==> config.mk <==
export PLATFORM = sky130hd
export DESIGN_NAME = ram_interface
export DESIGN_NICKNAME = d
export VERILOG_FILES = /design/src/rtl/ram_pkg.sv /design/src/rtl/ram_interface.sv
export SDC_FILE = /design/constraint.sdc
export NUM_CORES = 1
export LEC_CHECK = 0
export CELL_PAD_IN_SITES_DETAIL_PLACEMENT = 0
export CELL_PAD_IN_SITES_GLOBAL_PLACEMENT = 1
export CORE_ASPECT_RATIO = 2
export CORE_MARGIN = 5
export CORE_UTILIZATION = 55
export DETAILED_ROUTE_END_ITERATION = 16
export GPL_TIMING_DRIVEN = 0
export PLACE_DENSITY = 0.86
export SLEW_MARGIN = 20
export SYNTH_ARGS = -nofsm -noshare
export SYNTH_HDL_FRONTEND = slang
export SYNTH_SLANG_ARGS = --single-unit
==> constraint.sdc <==
create_clock -name clk -period 1.9 [get_ports clk]
set_input_delay 0.19 -clock clk [delete_from_list [all_inputs] [get_ports clk]]
set_output_delay 0.19 -clock clk [all_outputs]
set_load 0.1 [all_outputs]
==> src/rtl/ram_pkg.sv <==
// Shared widths and word/address types for the RAM block.
package ram_pkg;

  localparam int DATA_WIDTH = 8;
  localparam int ADDR_WIDTH = 4;
  localparam int DEPTH      = 16;

  typedef logic [DATA_WIDTH-1:0] data_t;
  typedef logic [ADDR_WIDTH-1:0] addr_t;

endpackage

==> src/rtl/ram_interface.sv <==
// Single-clock RAM with a write port and a registered read port.
// Reads see the pre-write contents on a same-address collision.
module ram_interface
  import ram_pkg::*;
#(
  parameter int DATA_WIDTH = ram_pkg::DATA_WIDTH,
  parameter int ADDR_WIDTH = ram_pkg::ADDR_WIDTH,
  parameter int DEPTH      = ram_pkg::DEPTH
) (
  input  logic                  clk,
  input  logic                  rst,
  input  logic                  wr_enb,
  input  logic [ADDR_WIDTH-1:0] wr_addr,
  input  logic [DATA_WIDTH-1:0] data_in,
  input  logic                  rd_enb,
  input  logic [ADDR_WIDTH-1:0] rd_addr,
  output logic [DATA_WIDTH-1:0] data_out,
  output logic                  rd_valid
);

  logic [DATA_WIDTH-1:0] r_mem [DEPTH];
  logic [DATA_WIDTH-1:0] r_data;
  logic                  r_valid;

  // Whole array is flop-based so reset can clear it without a clock.
  always_ff @(posedge clk or negedge rst) begin
    if (!rst) begin
      for (int i = 0; i < DEPTH; i++) begin
        r_mem[i] <= '0;
      end
    end else if (wr_enb) begin
      r_mem[wr_addr] <= data_in;
    end
  end

  always_ff @(posedge clk or negedge rst) begin
    if (!rst) begin
      r_data  <= '0;
      r_valid <= 1'b0;
    end else begin
      r_valid <= rd_enb;
      if (rd_enb) begin
        r_data <= r_mem[rd_addr];
      end
    end
  end

  assign data_out = r_data;
  assign rd_valid = r_valid;

endmodule

; ---- After elaboration in Yosys (flattened, before gate mapping)
; Index checks and enable logic that the tools add are counted.
[op_classes]
n_lt_le_gt_ge = 3
mux = 6
bitwise = 2
n_reduce_logical = 1
[op_table]
columns = operator, n
row1 = 128-bit bitwise mux, 1
row2 = 8-bit binary-select mux with 4-bit select, 1
row3 = 8-bit demux with 4-bit select, 1
row4 = 8-bit 2-to-1 mux, 3
row5 = 5-bit greater-or-equal comparator (second input constant), 2
row6 = 4-bit inverter with 5-bit output, 2
row7 = 5-bit by 1-bit < comparator with 1-bit output (second input constant), 1
row8 = 1-bit logical AND, 1
[word_totals]
regBits = 137
in_bits = 20
output_inout_bits = 9
wordCells = 30

; ---- Logic depth before layout (Yosys ltp)
[depth]
depth_word = 6
mapped_depth = 6
ltp_nobuf = 3

; ---- Worst setup path after synthesis
; Ideal clock, no wire load.
[synth_path]
kind = input to register
start = in wr_addr[1]
end = reg r_mem[120] in the netlist's numbering
setup_ns = 0.125
arrival_time_ns = 1.310
required_ns = 1.775
path_slack_ns = 0.465
stages = 4
n_path_buf = 2
cell_sequence = buf_4 or4_4 buf_6 mux2_4
[synth_between]
elab_chain_len = 6
elab_cells_between_ends = 7
classes_between = 2 x order compare / 3 x mux / 1 x bitwise / 1 x reduce/logical
[synth_rtl]
columns = item, line
row1 = from (decl), ram_interface.sv:13  ; input logic [ADDR_WIDTH-1:0] wr_addr,
row2 = 4-bit inverter with 5-bit output (not written as such) (*), ram_interface.sv:32  ; r_mem[wr_addr] <= data_in;
row3 = 5-bit greater-or-equal comparator (not written as such) / 5-bit by 1-bit < comparator with 1-bit output (equally long branches), ram_interface.sv:32
row4 = 1-bit logical AND (not written as such), ram_interface.sv:32
row5 = 8-bit 2-to-1 mux (not written as such), ram_interface.sv:32
row6 = 8-bit demux with 4-bit select (*), ram_interface.sv:32
row7 = 128-bit bitwise mux (*), ram_interface.sv:32
row8 = "to (signal, indexed assignment)", ram_interface.sv:32
row9 = to (decl), ram_interface.sv:21  ; logic [DATA_WIDTH-1:0] r_mem [DEPTH];
; Mark *: on every way between the ends. The rest lies on a longest branch, timed or not.
; A chain may end at the register's enable or synchronous reset.

; ---- Final worst setup path
[layout_path]
start = reg r_data[5] (netlist: data_out[5])
end = out data_out[5]
[layout_rtl]
columns = item, line
row1 = from (decl), ram_interface.sv:22  ; logic [DATA_WIDTH-1:0] r_data;
row2 = from (signal assigned), ram_interface.sv:43  ; r_data <= r_mem[rd_addr];
row3 = to (decl), ram_interface.sv:17  ; output logic [DATA_WIDTH-1:0] data_out,
; No word-level cell between the ends.

==> flow_summary.toml <==
[cells_and_area]
utilization_pct = 65.3
layout_commonest_cell = "dfrtp_1"
final_cell_mix = "137 x dfrtp_1, 120 x mux2_2, 32 x mux4_2"
antenna_cells = 0
fin_nets = 449
drive_above_1_share_pct = 50.9
fin_area_um2 = 7320
area.growth.synth_to_final_pct = 17.1

[clock_tree]
htree_levels = 4
postCtsSetupBuffers = 0
clockBufferDepth = 2
cts_buffers = 17
insertion_delay_ns = 0.41
clockRootBuffer = "clkbuf_16"
clk_pin_slew_ns = 0.06
cts_sinks = 137
tritoncts = "yes"

[place]
gp_congestion = 0.815
place_area_um2 = 6700
dp_hpwl_mm = 9.64
pre_cts_ws_ns = -0.325
port_buffers = 23

[worst_setup_path]
critPathTopFamily = "buffers and inverters"
cp_num_buf_inv = 1
worstPathCellList = "dlygate4sd2_1"
cp-end-kind = "output port"
worstPathArrival_ns = 1.64
worstSetupPathType = "flop to output port"
crit_required_ns = 1.71
crit_path_max_fanout = 2
cp_slowest_cell = "dlygate4sd2_1"
cp_slowest_stage_delay_ns = 0.86
critPathLaunchType = "flop"

[global_route]
grt_pass1_vias = 4015
grt_pass1_wl_mm = 22.2
grt_max_degree = 101
track_usage_pct = 21.8
antenna_found_initial = 0
grt.overflow.total = 0

[yosys]
synth-edff-count = 0
syn_nets = 405
synth_ff_type = "dfrtp_1"
yosys_warnings = 0
async_reset_ff_share_pct = 100
synthDistinctLibCells = 27
synth_area_per_cell_um2 = 16.2
ys_seq_area_share_pct = 54.8
ys_seq_elements = 137
synthCells = 385
synth_area_um2 = 6260

[routing]
vias = 3495
first_iter_violations = 159
wirelength_mm = 13.7
drc_errors = 0
via_per_inst = 5.98
drt-wirelength-per-cell_um = 23.4
detail-route-antenna-nets = 0
detail_route.first_pass.iterations = 6

[timing]
grt_setup_unrepaired = "false"
relSlewSlack_pct = 36.0
worst_pin_slew_ns = 0.964
maxSlewViolCount = 0
setup_viol = 0
fin_ws_ns = 0.0685
period_share_pct = 96.4
finalHoldViolCount = 0
fin_crit_ns = 1.83
fin_skew_ns = 0.00844
fmax_mhz = 546

[floorplan]
die_area_um2 = 13700
die_h_um = 161
io_pins = 29
initial_core_util_pct = 55.8
std_cell_rows = 55
die_w_um = 85.4
core-area_um2 = 11200

[pwr]
p_comb_share_pct = 18.8
p_leak_uw = 0.00312
seqPwrFrac_pct = 43.1
swShare_pct = 26.5
p_int_uw = 6720
p_per_area_nw_per_um2 = 1250
irDropWorstVdd_v = 0.000783
switching_power_uw = 2420
power_uw = 9140
pwr-share-clk_pct = 38.1

[min_path]
hp-class = "input pin to async pin"

[status]
status = "complete, no violations"

[flow_run]
drv_cap = 0
==> worst paths after layout <==
path                        startpoint           to  slack, ns  cells after the start
min                                rst   r_mem[126]       0.24                      2
max in group asynchronous          rst     r_mem[7]       0.87                      3
min in group clk                rd_enb     rd_valid       0.26                      1
max reg2reg                  r_mem[32]  data_out[0]       0.49                      3
min reg2reg                  r_mem[20]    r_mem[20]       0.50                      1
max                        data_out[5]  data_out[5]       0.07                      1
==> Yosys cell counts (3+ instances only) <==
cell	number	share of area [%]
nor3_2	3	0.48
a221oi_1	8	1.1
o22ai_1	8	0.80
buf_1	4	0.24
buf_2	4	0.32
buf_4	7	0.84
clkbuf_1	9	0.54
nor3_4	3	0.78
mux4_2	32	12
dfrtp_1	137	55
nor2_2	6	0.60
mux2i_1	8	1.3
mux2_4	8	1.9
nor2_1	8	0.48
mux2_2	120	22
==> state kept, by name, summed over array words and instances, names as in the netlist <==
register and cells:
rd_valid 1, r_mem 128, data_out 8
==> logic make-up (layout without fill, tap and decap cells) <==
| family | Yosys count | in the layout | share of synthesized area, % |
|---|---|---|---|
| compound gates | 16 | 16 | 1.92 |
| buf+inv | 28 | 85 | 2.54 |
| flops | 137 | 137 | 54.8 |
| mux | 168 | 168 | 36.3 |
| simple gates | 36 | 36 | 4.42 |
==> layout make-up <==
type	count	area, um^2
Buffer	28	159
Clock buffer	18	429
Clock inverter	14	199
Fill cell	799	3890
Multi-Input combinational cell	220	2670
Sequential cell	137	3430
Tap cell	142	178
Timing Repair Buffer	25	263
==> stage by stage <==
step / hold WS, ns / TNS (ns) / instances
finish: 0.239 / 0 / 584
global route: 0.254 / 0 / 584
CTS: 0.242 / 0 / 584
detailed placement: 0.0843 / -20.62 / 551
global placement: 0.482 / -618.19 / 550
floorplan: -0.106 / 0 / 385
==> repair_timing <==
action                                  in CTS  in global routing
hold buffers                                 1                  0
gates resized for setup                      9                  1
endpoints found under the setup margin       9                  1
pin swaps                                    0                  0
endpoints found under the hold margin       37                  0
==> routing by layer <==
layer / global-route usage [%] / wire (um)
met5: 0 / 0
met2: 39.0 / 7860
met4: 8.65 / 377
met3: 4.62 / 354
met1: 24.8 / 5050
==> power groups by stage <==
stage          registers (uW)  logic (uW)  clock network, uW
6_report                 3940        1720               3480
5_1_grt                  4010        1840               3650
4_1_cts                  3940        1740               3520
3_5_place_dp             3980        1750                  0
3_3_place_gp             3910        1680                  0
2_1_floorplan            4110        1100                  0
(Power assumes the default switching activity.)
